$ cat config.mk
export PLATFORM = sky130hd
export DESIGN_NAME = sweep_sequencer_flat
export DESIGN_NICKNAME = d
export VERILOG_FILES = /design/src/rtl/sweep_sequencer_if.sv /design/src/rtl/sweep_sequencer.sv /design/src/flat_wrapper.sv
export SDC_FILE = /design/constraint.sdc
export NUM_CORES = 1
export LEC_CHECK = 0
export CAP_MARGIN = 20
export CORE_MARGIN = 5
export CORE_UTILIZATION = 30
export DETAILED_ROUTE_END_ITERATION = 12
export DONT_BUFFER_PORTS = 1
export GPL_TIMING_DRIVEN = 0
export HOLD_SLACK_MARGIN = 0.02
export PLACE_DENSITY = 0.52
export RECOVER_POWER = 25
export SYNTH_ARGS = -nofsm -noshare
export SYNTH_HDL_FRONTEND = slang
export SYNTH_SLANG_ARGS = --single-unit
$ cat constraint.sdc
create_clock -name clk -period 2.5 [get_ports clk]
set_clock_uncertainty 0.1 [all_clocks]
set_input_delay 0.5 -clock clk [delete_from_list [all_inputs] [get_ports clk]]
set_output_delay 0.5 -clock clk [all_outputs]
set_load 0.01 [all_outputs]
$ cat src/rtl/sweep_sequencer_if.sv
// Control, phase-table and output bundle of the ultrasonic sweep sequencer.
// The master side drives commands and table data; the slave side is the sequencer.
interface sweep_sequencer_if #(
  parameter int unsigned NUM_CH   = 37,
  parameter int unsigned LISTEN_W = 16
);
  logic                  start;
  logic                  abort;
  logic                  loop_en;
  logic [3:0]            num_steps;
  logic [3:0]            burst_len;
  logic [LISTEN_W-1:0]   listen_len;
  logic                  carrier_tick;
  logic [9:0]            tbl_addr;
  logic [3:0]            tbl_data;
  logic [4*NUM_CH-1:0]   shift_bus;
  logic                  burst_en;
  logic                  cap_en;
  logic [3:0]            step_idx;
  logic                  busy;
  logic                  done;

  modport master (
    output start, abort, loop_en, num_steps, burst_len, listen_len, carrier_tick, tbl_data,
    input  tbl_addr, shift_bus, burst_en, cap_en, step_idx, busy, done
  );

  modport slave (
    input  start, abort, loop_en, num_steps, burst_len, listen_len, carrier_tick, tbl_data,
    output tbl_addr, shift_bus, burst_en, cap_en, step_idx, busy, done
  );
endinterface

$ cat src/rtl/sweep_sequencer.sv
// Beam-sweep sequencer: per step, loads channel phase shifts from a table, then runs a
// carrier-aligned transmit burst followed by a microphone capture window.
module sweep_sequencer #(
  parameter int unsigned NUM_CH   = 37,
  parameter int unsigned LISTEN_W = 16
) (
  input logic              clk,
  input logic              res_n,
  sweep_sequencer_if.slave bus
);

  typedef enum logic [2:0] {StIdle, StLoad, StArm, StBurst, StListen, StNext} state_e;

  state_e                state_q;
  logic [3:0]            step_q;
  logic [6:0]            load_cnt_q;
  logic [LISTEN_W-1:0]   tick_cnt_q;
  logic [3:0]            num_steps_q;
  logic [3:0]            burst_len_q;
  logic [LISTEN_W-1:0]   listen_len_q;
  logic                  loop_en_q;
  logic [4*NUM_CH-1:0]   shadow_q;
  logic [4*NUM_CH-1:0]   shift_q;
  logic [9:0]            addr_q;
  logic                  burst_q;
  logic                  cap_q;
  logic                  done_q;

  logic [LISTEN_W-1:0]   tick_nxt;
  logic                  burst_hit;
  logic                  listen_hit;
  logic [6:0]            ch_nxt;
  logic                  last_load;
  logic                  more_steps;
  logic                  step_start;
  logic [4*NUM_CH-1:0]   shadow_nxt;

  always_comb begin
    tick_nxt   = tick_cnt_q + LISTEN_W'(1);
    burst_hit  = (tick_nxt == LISTEN_W'(burst_len_q));
    listen_hit = (tick_nxt == listen_len_q);
    ch_nxt     = load_cnt_q + 7'd1;
    last_load  = (load_cnt_q == 7'(NUM_CH));
    more_steps = (step_q < num_steps_q);
    // Table data trails the address by one cycle, so entries shift in from the top and
    // channel 0 lands in the lowest nibble after NUM_CH shifts.
    shadow_nxt = {bus.tbl_data, shadow_q[4*NUM_CH-1:4]};
    // Per-step configuration is latched on every entry into LOAD.
    step_start = !bus.abort &&
                 (((state_q == StIdle) && bus.start) ||
                  ((state_q == StNext) && (more_steps || loop_en_q)));
  end

  always_ff @(posedge clk or negedge res_n) begin
    if (!res_n) begin
      state_q      <= StIdle;
      step_q       <= 4'd0;
      load_cnt_q   <= 7'd0;
      tick_cnt_q   <= '0;
      num_steps_q  <= 4'd0;
      burst_len_q  <= 4'd0;
      listen_len_q <= '0;
      loop_en_q    <= 1'b0;
      shadow_q     <= '0;
      shift_q      <= '0;
      addr_q       <= 10'd0;
      burst_q      <= 1'b0;
      cap_q        <= 1'b0;
      done_q       <= 1'b0;
    end else begin
      done_q <= 1'b0;
      if (step_start) begin
        num_steps_q  <= bus.num_steps;
        burst_len_q  <= bus.burst_len;
        listen_len_q <= bus.listen_len;
        loop_en_q    <= bus.loop_en;
      end
      if (bus.abort) begin
        state_q <= StIdle;
        burst_q <= 1'b0;
        cap_q   <= 1'b0;
        addr_q  <= {step_q, 6'd0};
      end else begin
        unique case (state_q)
          StIdle: begin
            if (bus.start) begin
              state_q    <= StLoad;
              step_q     <= 4'd0;
              addr_q     <= 10'd0;
              load_cnt_q <= 7'd0;
            end
          end
          StLoad: begin
            if (load_cnt_q != 7'd0) shadow_q <= shadow_nxt;
            if (last_load) begin
              shift_q <= shadow_nxt;
              addr_q  <= {step_q, 6'd0};
              state_q <= StArm;
            end else begin
              load_cnt_q <= ch_nxt;
              addr_q     <= {step_q, (ch_nxt < 7'(NUM_CH)) ? ch_nxt[5:0] : 6'd0};
            end
          end
          StArm: begin
            if (bus.carrier_tick) begin
              tick_cnt_q <= '0;
              if (burst_len_q != 4'd0) begin
                burst_q <= 1'b1;
                state_q <= StBurst;
              end else if (listen_len_q != '0) begin
                cap_q   <= 1'b1;
                state_q <= StListen;
              end else begin
                state_q <= StNext;
              end
            end
          end
          StBurst: begin
            if (bus.carrier_tick) begin
              if (burst_hit) begin
                burst_q    <= 1'b0;
                tick_cnt_q <= '0;
                if (listen_len_q != '0) begin
                  cap_q   <= 1'b1;
                  state_q <= StListen;
                end else begin
                  state_q <= StNext;
                end
              end else begin
                tick_cnt_q <= tick_nxt;
              end
            end
          end
          StListen: begin
            if (bus.carrier_tick) begin
              if (listen_hit) begin
                cap_q   <= 1'b0;
                state_q <= StNext;
              end else begin
                tick_cnt_q <= tick_nxt;
              end
            end
          end
          StNext: begin
            load_cnt_q <= 7'd0;
            if (more_steps) begin
              step_q  <= step_q + 4'd1;
              addr_q  <= {step_q + 4'd1, 6'd0};
              state_q <= StLoad;
            end else if (loop_en_q) begin
              step_q  <= 4'd0;
              addr_q  <= 10'd0;
              state_q <= StLoad;
            end else begin
              done_q  <= 1'b1;
              state_q <= StIdle;
            end
          end
          default: state_q <= StIdle;
        endcase
      end
    end
  end

  assign bus.tbl_addr  = addr_q;
  assign bus.shift_bus = shift_q;
  assign bus.burst_en  = burst_q;
  assign bus.cap_en    = cap_q;
  assign bus.step_idx  = step_q;
  assign bus.busy      = (state_q != StIdle);
  assign bus.done      = done_q;

endmodule

$ cat src/flat_wrapper.sv
// flat-port wrapper written by rule: the top's interface ports become plain ports
module sweep_sequencer_flat 
#(
  parameter int unsigned NUM_CH   = 37,
  parameter int unsigned LISTEN_W = 16
)
  (clk, res_n, bus_start, bus_abort, bus_loop_en, bus_num_steps, bus_burst_len, bus_listen_len, bus_carrier_tick, bus_tbl_data, bus_tbl_addr, bus_shift_bus, bus_burst_en, bus_cap_en, bus_step_idx, bus_busy, bus_done);
  sweep_sequencer_if #(.NUM_CH(NUM_CH), .LISTEN_W(LISTEN_W)) bus_i ();
  input logic clk;
  input logic res_n;
  input wire logic [$bits(bus_i.start)-1:0] bus_start;
  input wire logic [$bits(bus_i.abort)-1:0] bus_abort;
  input wire logic [$bits(bus_i.loop_en)-1:0] bus_loop_en;
  input wire logic [$bits(bus_i.num_steps)-1:0] bus_num_steps;
  input wire logic [$bits(bus_i.burst_len)-1:0] bus_burst_len;
  input wire logic [$bits(bus_i.listen_len)-1:0] bus_listen_len;
  input wire logic [$bits(bus_i.carrier_tick)-1:0] bus_carrier_tick;
  input wire logic [$bits(bus_i.tbl_data)-1:0] bus_tbl_data;
  output wire logic [$bits(bus_i.tbl_addr)-1:0] bus_tbl_addr;
  output wire logic [$bits(bus_i.shift_bus)-1:0] bus_shift_bus;
  output wire logic [$bits(bus_i.burst_en)-1:0] bus_burst_en;
  output wire logic [$bits(bus_i.cap_en)-1:0] bus_cap_en;
  output wire logic [$bits(bus_i.step_idx)-1:0] bus_step_idx;
  output wire logic [$bits(bus_i.busy)-1:0] bus_busy;
  output wire logic [$bits(bus_i.done)-1:0] bus_done;
  assign bus_i.start = bus_start;
  assign bus_i.abort = bus_abort;
  assign bus_i.loop_en = bus_loop_en;
  assign bus_i.num_steps = bus_num_steps;
  assign bus_i.burst_len = bus_burst_len;
  assign bus_i.listen_len = bus_listen_len;
  assign bus_i.carrier_tick = bus_carrier_tick;
  assign bus_i.tbl_data = bus_tbl_data;
  assign bus_tbl_addr = bus_i.tbl_addr;
  assign bus_shift_bus = bus_i.shift_bus;
  assign bus_burst_en = bus_i.burst_en;
  assign bus_cap_en = bus_i.cap_en;
  assign bus_step_idx = bus_i.step_idx;
  assign bus_busy = bus_i.busy;
  assign bus_done = bus_i.done;
  sweep_sequencer #(.NUM_CH(NUM_CH), .LISTEN_W(LISTEN_W)) u_core (.clk(clk), .res_n(res_n), .bus(bus_i));
endmodule
; ---- Word level (Yosys, flattened, before mapping)
; Cells that the tools add are included.
[word_totals]
regBits = 364
out_inout_bits = 166
elab_cells = 123
[op_classes]
addsub = 3
order_cmp = 2
eq_ne = 25
n_mux = 52
n_bitwise = 1
n_reduce_logical = 26
[op_table]
columns = op, count
row1 = 2-to-1 mux 16 bit, 5
row2 = one-hot mux 16 bit (3 select lines), 1
row3 = 2-to-1 mux 10 bit, 4
row4 = 2-to-1 mux 3 bit, 10
row5 = one-hot mux 10 bit (3 select lines), 1
row6 = one-hot mux 7 bit (3 select lines), 1
row7 = 2-to-1 mux 1 bit, 19
row8 = one-hot mux 3 bit (6 select lines), 1
row9 = adder 16 x 1 -> 16 bit (second input constant), 1
row10 = equality test 16 bit, 1
row11 = equality test 16 x 4 -> 1 bit, 1
row12 = nonzero test 16 bit, 1
row13 = != test 3 bit (second input constant), 5
row14 = 2-to-1 mux 7 bit, 2
row15 = AND reduction 7 bit, 2
row16 = 2-to-1 mux 4 bit, 3
row17 = 2-to-1 mux 6 bit, 2
row18 = != test 2 bit (second input constant), 6
row19 = != test 3 x 2 -> 1 bit (second input constant), 4
row20 = nonzero test 3 bit, 4
row21 = nonzero test 4 bit, 3
row22 = AND reduction 3 bit, 3
row23 = one-hot mux 4 bit (2 select lines), 1
row24 = AND reduction 4 bit, 2
row25 = other kinds (21), 26

; ---- Logic depth before layout (Yosys ltp)
; Gate-level depths: netlist of the first run.
[depth]
ltp_word = 6
mapped_depth = 12
mapped_depth_nobuf = 9

; ---- Worst setup path before layout of the first run
; OpenSTA, ideal clock, no wires.
[synth_timing]
path_type = reg2reg
start = register u_core.tick_cnt_q[1]
end = register u_core.tick_cnt_q[0]
setup_ps = 125
arrival_ps = 2510
required_ps = 2275
slack_ps = -235
path_stages_with_launch = 11
path_buffers = 1
path_cell_list = dfrtp_1 > ha_1 > nand3_2 > and2_1 > or3_1 > a21o_1 > a2111oi_4 > and3_1 > buf_6 > nor3_2 > mux2_2
[synth_between]
elab_chain_cells = 5
word_cells_on_any_way = 8
[synth_lines]
columns = item, line
row1 = "start, declared", sweep_sequencer.sv:17  ; logic [LISTEN_W-1:0] tick_cnt_q;
row2 = "start signal, assigned", sweep_sequencer.sv:130  ; tick_cnt_q <= tick_nxt;
row3 = "start signal, assigned", sweep_sequencer.sv:140  ; tick_cnt_q <= tick_nxt;
row4 = adder 16 x 1 -> 16 bit *, sweep_sequencer.sv:39  ; tick_nxt = tick_cnt_q + LISTEN_W'(1);
row5 = equality test 16 x 4 -> 1 bit, sweep_sequencer.sv:40  ; burst_hit = (tick_nxt == LISTEN_W'(burst_len_q));
row6 = 2-to-1 mux 16 bit, sweep_sequencer.sv:120  ; if (burst_hit) begin
row7 = 2-to-1 mux 16 bit, sweep_sequencer.sv:119  ; if (bus.carrier_tick) begin
row8 = one-hot mux 16 bit (3 select lines), sweep_sequencer.sv:84  ; unique case (state_q)
; Mark *: on every way between the ends. The rest lies on a longest branch, timed or not. The select of a mux whose other input is x is not followed.
; A chain may end at the register's enable or synchronous reset.

; ---- Worst setup path after layout of the first run
[layout_timing]
start = register u_core.tick_cnt_q[6]
end = register u_core.tick_cnt_q[0]
; The elaborated chain is that of the path after synthesis.

==> impl_metrics.json, run 1 <==
{
  "synth_seq_cells": 360,
  "antenna_cells": 0,
  "ant_nets": 0,
  "placedCellCount": 1737,
  "drive_above_1_share_pct": 44.9,
  "die_area_um2": 54700,
  "dpl-instance-area_um2": 15900,
  "num_io_pins": 200,
  "r2r_cells": 12,
  "synth_cell_types": 67,
  "synthArstFlopShare_pct": 100,
  "area_delta_synth_final_pct": 23.4,
  "arrival_ns": 3.12,
  "ys_warn_count": 0,
  "syn_area_um2": 15000,
  "die_h_um": 234,
  "antenna_found_initial": 0,
  "synthFlopType": "dfrtp_1",
  "first_pass_iters": 5,
  "clockBufferDepth": 3,
  "drt_iter0_drc": 523,
  "tritoncts": "built",
  "path_clk_slew_ns": 0.06,
  "period_share_pct": 112,
  "rsz0062_at_grt": "yes",
  "gp_congestion": 0.833,
  "post_drt_wl_per_cell_um": 19.3,
  "port_buffers": 0,
  "vdd.ir_drop.worst_v": 0.000477,
  "worst-setup-path-type": "reg -> reg",
  "synth_cells": 1064,
  "cp-start-kind": "flop",
  "cts_root_buffer": "clkbuf_16",
  "r2r_setup_slack_ns": -0.30,
  "core_um2": 49900,
  "drv_slew": 0,
  "grt.total_usage_pct": 13.0,
  "status": "complete, but fails checks",
  "die_w_um": 234,
  "fin_nets": 1229,
  "layout_common_cells": "dfrtp_1 (353), mux2_2 (306), buf_4 (52)",
  "r2r-end": "u_core.tick_cnt_q[0]",
  "holdCritPathClass": "in -> async",
  "grt_pass1_vias": 9293,
  "design_area_um2": 18600,
  "grt_max_degree": 361,
  "required_ns": 2.82,
  "ctsHtreeMaxLevel": 2,
  "hold_buffers": 30,
  "final_cells": 1888,
  "crit_path_end_kind": "flop",
  "finalSetupViolations": 20,
  "powerDensity_nw_per_um2": 763,
  "routed_wl_um": 36500,
  "violations": "hold timing, setup timing",
  "numCtsBuffers": 41,
  "crit_fanout": 10,
  "synth-edff-count": 0,
  "syn_avg_cell_area_um2": 14.1,
  "grt-ovfl-total": 0,
  "worst_pin_slew_ns": 1.34,
  "syn_nets": 1106,
  "final_common_cell": "dfrtp_1",
  "hpwl_um": 23700,
  "placementRows": 82,
  "start_util_pct": 30.1,
  "pre_cts_slack_ns": -1.10,
  "vias_per_cell": 4.78,
  "cts.sinks": 360,
  "setup_ws_ns": -0.298,
  "grt_pass1_wl_um": 56300,
  "dr_total_vias": 9031,
  "regToRegStartpoint": "u_core.tick_cnt_q[6]",
  "slew_headroom_pct": 10.7,
  "fin_crit_ns": 2.80,
  "worstSkewPairLatency_ns": 0.54,
  "yosysSeqAreaShare_pct": 59.9,
  "holdWs_ns": -0.438,
  "p_leak_nw": 8.74,
  "drt_drc_violations_left": 0,
  "clock.fmax_mhz": 357,
  "drv_cap": 0,
  "final-hold-violation-count": 360
}
## worst max-delay path by stage
| stage | start | to | slack, ns |
|---|---|---|---|
| detailed placement | u_core.load_cnt_q[3] | u_core.bus.shift_bus[58] | -1.10 |
| CTS | u_core.tick_cnt_q[0] | u_core.tick_cnt_q[5] | -0.40 |
| global route | u_core.tick_cnt_q[0] | u_core.tick_cnt_q[4] | -0.40 |
| global placement | u_core.state_q[2] | u_core.shadow_q[96] | -1.26 |
| finish | u_core.tick_cnt_q[6] | u_core.tick_cnt_q[0] | -0.30 |
| floorplan | u_core.tick_cnt_q[0] | u_core.tick_cnt_q[0] | -0.09 |
## metal layers
metal / routed length [um] / track usage, %
met3: 3590 / 5.64
met1: 15400 / 16.9
met4: 722 / 3.69
met5: 0 / 0
met2: 16800 / 19.8
## critical path: stages, from the launching register on
cell	delay, ns
dfrtp_1	0.38
buf_4	0.21
nand3_4	0.15
nor4_4	0.34
buf_4	0.18
buf_4	0.13
a21oi_1	0.07
o211a_4	0.14
and3_1	0.18
buf_6	0.13
or2_4	0.28
buf_8	0.14
mux2_2	0.25
## power breakdown
| part | switching, mW | total, mW | internal (mW) |
|---|---|---|---|
| logic | 0.787 | 1.65 | 0.859 |
| registers | 0.321 | 6.48 | 6.16 |
| clock network | 2.37 | 6.03 | 3.66 |
## sequential cells by signal, indices dropped and copies added (netlist names)
register and cells:
u_core.bus.burst_en 1, u_core.loop_en_q 1, u_core.bus.done 1, u_core.tick_cnt_q 16
u_core.num_steps_q 4, u_core.listen_len_q 16, u_core.bus.step_idx 4, u_core.bus.tbl_addr 10
u_core.load_cnt_q 7, u_core.bus.shift_bus 148, u_core.burst_len_q 4, u_core.shadow_q 144
u_core.state_q 3, u_core.bus.cap_en 1
## area by class of cell
class	instances	area, um2
fill	4827	31300
sequential	360	9020
multi-input combinational	626	6050
clock buffer	60	1210
tap	672	841
timing repair buffer	80	756
buffer	61	470
clock inverter	12	144
inverter	17	63.8
## per-stage QoR
stage	power, mW	util (%)	hold WS, ns	setup TNS [ns]
after floorplan	7.51	-	0.104	-0.704
final	14.2	37.2	-0.438	-4.31
after CTS	14.2	36.1	-0.478	-6.82
after global placement	7.87	31.9	0.119	-293.45
after global routing	14.8	37.2	-0.473	-6.78
after detailed placement	7.90	31.9	0.120	-210.99
## logic make-up (layout without fill, tap and decap cells)
group	count (synthesis)	count (layout)	share of synthesized area (%)
compound gates	123	123	5.78
xor+xnor	29	29	1.83
fa+ha+maj	8	8	0.666
buf+inv	79	230	2.47
flops	360	360	59.9
mux	316	316	23.7
simple gates	149	150	5.68
## what timing repair did
item                                    in CTS  in global routing
endpoints found under the setup margin     350                240
setup buffers                               27                 19
cloned                                       0                  4
pin swaps                                   16                 31
resized for setup                           70                100
hold endpoints to repair                   395                360
## synth_stat cells (3+ instances only)
library cell	instances	area share, %
a211oi_1	5	0.25
a21boi_0	3	0.15
a21o_1	7	0.35
a21oi_1	17	0.57
a221o_1	4	0.27
a22o_1	3	0.17
a41oi_1	3	0.17
and2_1	3	0.12
and3_1	4	0.17
buf_2	18	0.60
buf_6	6	0.45
clkbuf_1	34	0.85
dfrtp_1	360	60
ha_1	8	0.67
inv_1	17	0.42
mux2_2	314	24
nand2_1	30	0.75
nand2b_1	7	0.29
nand3_1	14	0.47
nand3_2	3	0.20
nand3b_1	6	0.30
nand4_1	8	0.33
nor2_1	31	0.77
nor3_1	11	0.37
nor3b_1	4	0.20
nor4_1	7	0.29
o21ai_0	31	1.0
o2bb2ai_1	7	0.41
o31ai_1	17	0.85
o41ai_1	3	0.17
or3_1	5	0.21
xnor2_1	15	0.87
xor2_1	12	0.70
No activity file was read; power rests on OpenSTA's default activity.
==> run 2: changes to the inputs <==
--- a/config.mk
+++ b/config.mk
@@ -11,6 +11,5 @@
 export DETAILED_ROUTE_END_ITERATION = 12
-export DONT_BUFFER_PORTS = 1
 export GPL_TIMING_DRIVEN = 0
 export HOLD_SLACK_MARGIN = 0.02
-export PLACE_DENSITY = 0.52
+export PLACE_DENSITY = 0.57
 export RECOVER_POWER = 25
==> constraint.sdc (replaced) <==
create_clock -name clk -period 2.5 [get_ports clk]
set_clock_uncertainty 0.1 [all_clocks]
set_input_delay 0.75 -clock clk [delete_from_list [all_inputs] [get_ports clk]]
set_output_delay 0.75 -clock clk [all_outputs]
set_load 0.01 [all_outputs]
==> impl_metrics.json, run 2 (synthesis gave the netlist of run 1 again) <==
{
  "area_delta_synth_final_pct": 36.6,
  "arrival_ns": 3.13,
  "gp_congestion": 0.825,
  "finalSetupViolations": 20,
  "r2r_setup_slack_ns": -0.28,
  "holdCritPathClass": "reg -> reg",
  "vdd.ir_drop.worst_v": 0.000462,
  "die_h_um": 234,
  "first_pass_iters": 4,
  "drv_cap": 0,
  "design_area_um2": 20500,
  "status": "complete, but fails checks",
  "final-hold-violation-count": 0,
  "grt_max_degree": 116,
  "p_leak_nw": 9.49,
  "holdWs_ns": 0.399,
  "worst_pin_slew_ns": 1.08,
  "drv_slew": 0,
  "port_buffers": 199,
  "rsz0062_at_grt": "yes",
  "layout_common_cells": "dfrtp_1 (351), mux2_2 (306), clkdlybuf4s50_1 (196)",
  "worstSkewPairLatency_ns": 0.56,
  "grt_pass1_vias": 10306,
  "fin_nets": 1411,
  "drive_above_1_share_pct": 41.4,
  "vias_per_cell": 4.69,
  "dr_total_vias": 9739,
  "largest_reg_flops": 148,
  "hpwl_um": 25700,
  "final_common_cell": "dfrtp_1",
  "ctsHtreeMaxLevel": 2,
  "max_stage_delay_ns": 0.38,
  "start_util_pct": 30.1,
  "routed_wl_um": 38000,
  "grt-ovfl-total": 0,
  "fin_crit_ns": 2.78,
  "required_ns": 2.85,
  "cts.sinks": 360,
  "violations": "setup timing",
  "cpMaxStageDelayCell": "dfrtp_1",
  "powerDensity_nw_per_um2": 720,
  "post_drt_wl_per_cell_um": 18.3,
  "crit_fanout": 5,
  "num_io_pins": 200,
  "cp-start-kind": "flop",
  "drt_drc_violations_left": 0,
  "final_util_pct": 41.2,
  "clockBufferDepth": 3,
  "clock.fmax_mhz": 359,
  "drt_iter0_drc": 366,
  "grt_pass1_wl_um": 59500,
  "die_w_um": 234,
  "cts_root_buffer": "clkbuf_16",
  "die_area_um2": 54700,
  "crit_path_end_kind": "flop",
  "dpl-instance-area_um2": 18000,
  "fin_total_pwr_mw": 14.8,
  "worst-setup-path-type": "reg -> reg",
  "grt.total_usage_pct": 13.7,
  "slew_headroom_pct": 27.8,
  "placementRows": 82,
  "antenna_cells": 0,
  "path_cells": "buf_6, ha_4, nand3_4, buf_12, nor3_4, buf_4, a21oi_2, a2111oi_4, and3_4, nor3_4, buf_4, mux2_4",
  "ant_nets": 0,
  "core_um2": 49900,
  "numCtsBuffers": 42,
  "antenna_found_initial": 0,
  "tritoncts": "built",
  "path_clk_slew_ns": 0.06,
  "tns_ns": -3.69,
  "setup_ws_ns": -0.283,
  "period_share_pct": 111
}
run 2: changes by cell type in the layout (fill, tap and decap cells not counted), moves of 4 or more:
cell / before / now
buf_12: 3 / 7
clkbuf_2: 6 / 11
dlygate4sd3_1: 30 / 2
buf_6: 16 / 12
clkbuf_1: 22 / 13
clkdlybuf4s50_1: 0 / 196
buf_4: 52 / 61
run 2: metrics by stage:
step | cells | setup WS, ns
after floorplan | 1064 | -0.0885
after global placement | 1935 | -16.87
after detailed placement | 1939 | -1.41
after CTS | 2050 | -0.382
after global routing | 2075 | -0.374
final | 2075 | -0.283
run 2: cell type report:
class	count	area (um2)
plain buffers	56	410
clock buffers	57	1210
clock inverters	21	289
fillers	4715	29300
inverters	17	63.8
multi-input cells	625	6060
flip-flops and latches	360	9020
well taps	672	841
repair buffers	267	2640
run 2: final timing paths:
path                       cells past startpoint                    from                     end
setup / recovery                              12    u_core.tick_cnt_q[0]    u_core.tick_cnt_q[0]
hold / removal                                 1  u_core.bus.tbl_addr[5]  u_core.bus.tbl_addr[5]
setup reg to reg                              12    u_core.tick_cnt_q[0]    u_core.tick_cnt_q[0]
hold reg to reg                                1  u_core.bus.tbl_addr[5]  u_core.bus.tbl_addr[5]
max in group asynchronous                      3                   res_n     u_core.shadow_q[15]
min in group asynchronous                      2                   res_n     u_core.bus.burst_en
run 2: what timing repair did:
item                                    CTS  global route
endpoints found under the hold margin    35             0
setup buffers                            34            27
pin swaps                                21            30
gates cloned                              1             1
hold buffers                              1             0
endpoints found under the setup margin  349            59
resized for setup                        99            58
run 2: critical path, delay by kind of cell (launching register included):
family	cells	cell delay [ns]
flops	1	0.38
fa+ha+maj	1	0.19
mux	1	0.26
buf+inv	4	0.60
compound gates	2	0.44
simple gates	4	0.70
run 2: power by group:
part / leakage (nW) / internal (mW) / total [mW] / switching (mW)
Sequential: 4.91 / 6.16 / 6.49 / 0.335
Clock: 0.733 / 4.03 / 6.53 / 2.50
Combinational: 3.84 / 0.878 / 1.77 / 0.888
Total: 9.49 / 11.1 / 14.8 / 3.72
run 2: per-layer routing:
| layer | vias up | wire length [um] | track usage (%) | part of all wire (%) |
|---|---|---|---|---|
| li1 | 4475 | - | - | - |
| met1 | 5010 | 16700 | 18.0 | 44 |
| met2 | 200 | 17400 | 21.1 | 46 |
| met3 | 54 | 3160 | 5.45 | 8.3 |
| met4 | 0 | 684 | 3.89 | 1.8 |
| met5 | - | 0 | 0 | 0 |
==> run 3: changes to the inputs <==
--- a/config.mk
+++ b/config.mk
@@ -15,2 +15,3 @@
 export RECOVER_POWER = 25
+export SLEW_MARGIN = 20
 export SYNTH_ARGS = -nofsm -noshare
==> constraint.sdc (replaced) <==
create_clock -name clk -period 2.5 [get_ports clk]
set_clock_uncertainty 0.1 [all_clocks]
set_input_delay 0.625 -clock clk [delete_from_list [all_inputs] [get_ports clk]]
set_output_delay 0.625 -clock clk [all_outputs]
set_load 0.01 [all_outputs]
==> impl_metrics.json, run 3 (synthesis gave the netlist of run 1 again) <==
{
  "status": "complete, but fails checks",
  "violations": "capacitance limit, slew limit, setup timing",
  "clockBufferDepth": 3,
  "crit_fanout": 5,
  "hpwl_um": 26000,
  "first_pass_iters": 4,
  "drt_iter0_drc": 351,
  "vdd.ir_drop.worst_v": 0.000375,
  "hold_depth": 1,
  "worst-setup-path-type": "reg -> reg",
  "fin_total_pwr_mw": 14.5,
  "path_clk_slew_ns": 0.06,
  "cpMaxStageDelayCell": "a2111o_1",
  "cp-start-kind": "flop",
  "crit_family": "compound AO/OA/AOI/OAI gates",
  "fin_nets": 1401,
  "grt_pass1_vias": 10411,
  "powerDensity_nw_per_um2": 717,
  "numCtsBuffers": 42,
  "ant_nets": 0,
  "required_ns": 2.85,
  "r2r-end": "u_core.tick_cnt_q[1]",
  "grt-ovfl-total": 0,
  "grt.total_usage_pct": 13.8,
  "area_delta_synth_final_pct": 34.9,
  "min_to": "u_core.bus.tbl_addr[5]",
  "cts_root_buffer": "clkbuf_16",
  "hold_start": "u_core.bus.tbl_addr[5]",
  "antenna_found_initial": 0,
  "holdCritPathClass": "reg -> reg",
  "drv_cap": 1,
  "arrival_ns": 3.20,
  "drive_above_1_share_pct": 40.0,
  "num_io_pins": 200,
  "r2r_cells": 10,
  "gp_congestion": 0.825,
  "finalSetupViolations": 20,
  "crit_path_end_kind": "flop",
  "final_cells": 2064,
  "grt_pass1_wl_um": 59800,
  "post_drt_wl_per_cell_um": 18.3,
  "placementRows": 82,
  "cts.sinks": 360,
  "ctsHtreeMaxLevel": 2,
  "period_share_pct": 114,
  "fin_crit_ns": 2.86,
  "regToRegStartpoint": "u_core.tick_cnt_q[0]",
  "core_um2": 49900,
  "antenna_cells": 0,
  "pre_cts_slack_ns": -1.32,
  "r2r_setup_slack_ns": -0.36,
  "tritoncts": "built",
  "final_common_cell": "dfrtp_1",
  "max_stage_delay_ns": 0.45,
  "grt_max_degree": 94,
  "worst_pin_slew_ns": 1.52,
  "worstSkewPairLatency_ns": 0.56,
  "p_leak_nw": 9.37,
  "die_w_um": 234,
  "drv_slew": 55,
  "largest_reg_flops": 148,
  "slew_headroom_pct": -1.17,
  "layout_common_cells": "dfrtp_1 (353), mux2_2 (314), clkdlybuf4s50_1 (196)",
  "die_area_um2": 54700,
  "clock.fmax_mhz": 350,
  "dr_total_vias": 9580,
  "start_util_pct": 30.1,
  "routed_wl_um": 37800,
  "drt_drc_violations_left": 0,
  "rsz0062_at_grt": "yes",
  "path_buf_inv": 2,
  "vias_per_cell": 4.64,
  "setup_ws_ns": -0.356,
  "path_cells": "buf_6, and4_4, nand4_4, xnor2_4, a2111o_1, a2111oi_4, and3_4, or2_4, clkbuf_16, o21ai_2",
  "port_buffers": 199,
  "die_h_um": 234,
  "final-hold-violation-count": 0,
  "placedCellCount": 1939
}
-- run 3: changes by cell type in the layout (fill, tap and decap cells not counted), sizes merged --
cell and change:
buf -12, bufinv -3, clkbuf +9, clkinv -4, clkinvlp -1
-- run 3: area by class of cell --
type / instances / area (um2)
Inverter: 17 / 63.8
Timing Repair Buffer: 255 / 2520
Tap cell: 672 / 841
Clock inverter: 13 / 175
Buffer: 58 / 420
Clock buffer: 64 / 1280
Sequential cell: 360 / 9020
Fill cell: 4749 / 29600
Multi-Input combinational cell: 625 / 5950
-- run 3: how the worst max path moves through the flow --
| stage | slack, ns | depth (start not counted) | to | from |
|---|---|---|---|---|
| floorplan | -0.09 | 11 | u_core.tick_cnt_q[0] | u_core.tick_cnt_q[0] |
| global placement | -16.74 | 1 | u_core.tick_cnt_q[1] | res_n |
| detailed placement | -1.32 | 5 | u_core.bus.shift_bus[99] | bus_abort |
| CTS | -0.29 | 10 | u_core.tick_cnt_q[5] | u_core.tick_cnt_q[0] |
| global route | -0.44 | 10 | u_core.tick_cnt_q[8] | u_core.tick_cnt_q[1] |
| finish | -0.36 | 10 | u_core.tick_cnt_q[1] | u_core.tick_cnt_q[0] |
-- run 3: worst reg2reg max path: stages (launching register included) --
cell	delay [ns]
dfrtp_1	0.37
buf_6	0.13
and4_4	0.27
nand4_4	0.15
xnor2_4	0.16
a2111o_1	0.45
a2111oi_4	0.43
and3_4	0.31
or2_4	0.17
clkbuf_16	0.15
o21ai_2	0.05
-- run 3: where the power goes --
part,total (mW),internal (mW),switching [mW]
clock,6.37,3.87,2.50
sequential,6.48,6.16,0.318
combinational,1.69,0.826,0.869
total,14.5,10.8,3.69
-- run 3: metal layers --
metal,track usage [%],wire length [um]
met5,0,0
met4,4.07,960
met3,5.71,3330
met2,21.0,17000
met1,18.0,16500
-- run 3: timing repair --
item,4_1_cts,5_1_grt
pin swaps,22,21
gates resized for setup,89,42
setup endpoints to repair,347,148
hold buffers,1,0
setup buffers,35,13
endpoints found under the hold margin,54,0
gates cloned,1,2
-- run 3: per-stage QoR --
stage	setup TNS, ns	utilization (%)	hold WS [ns]	area [um2]
3_3_place_gp	-5883.82	35.9	0.386	17900
2_1_floorplan	-0.704	-	0.229	15100
6_report	-6.23	40.7	0.397	20300
5_1_grt	-43.11	40.7	0.412	20300
3_5_place_dp	-314.81	36.2	0.389	18000
4_1_cts	-4.97	40.2	0.405	20000
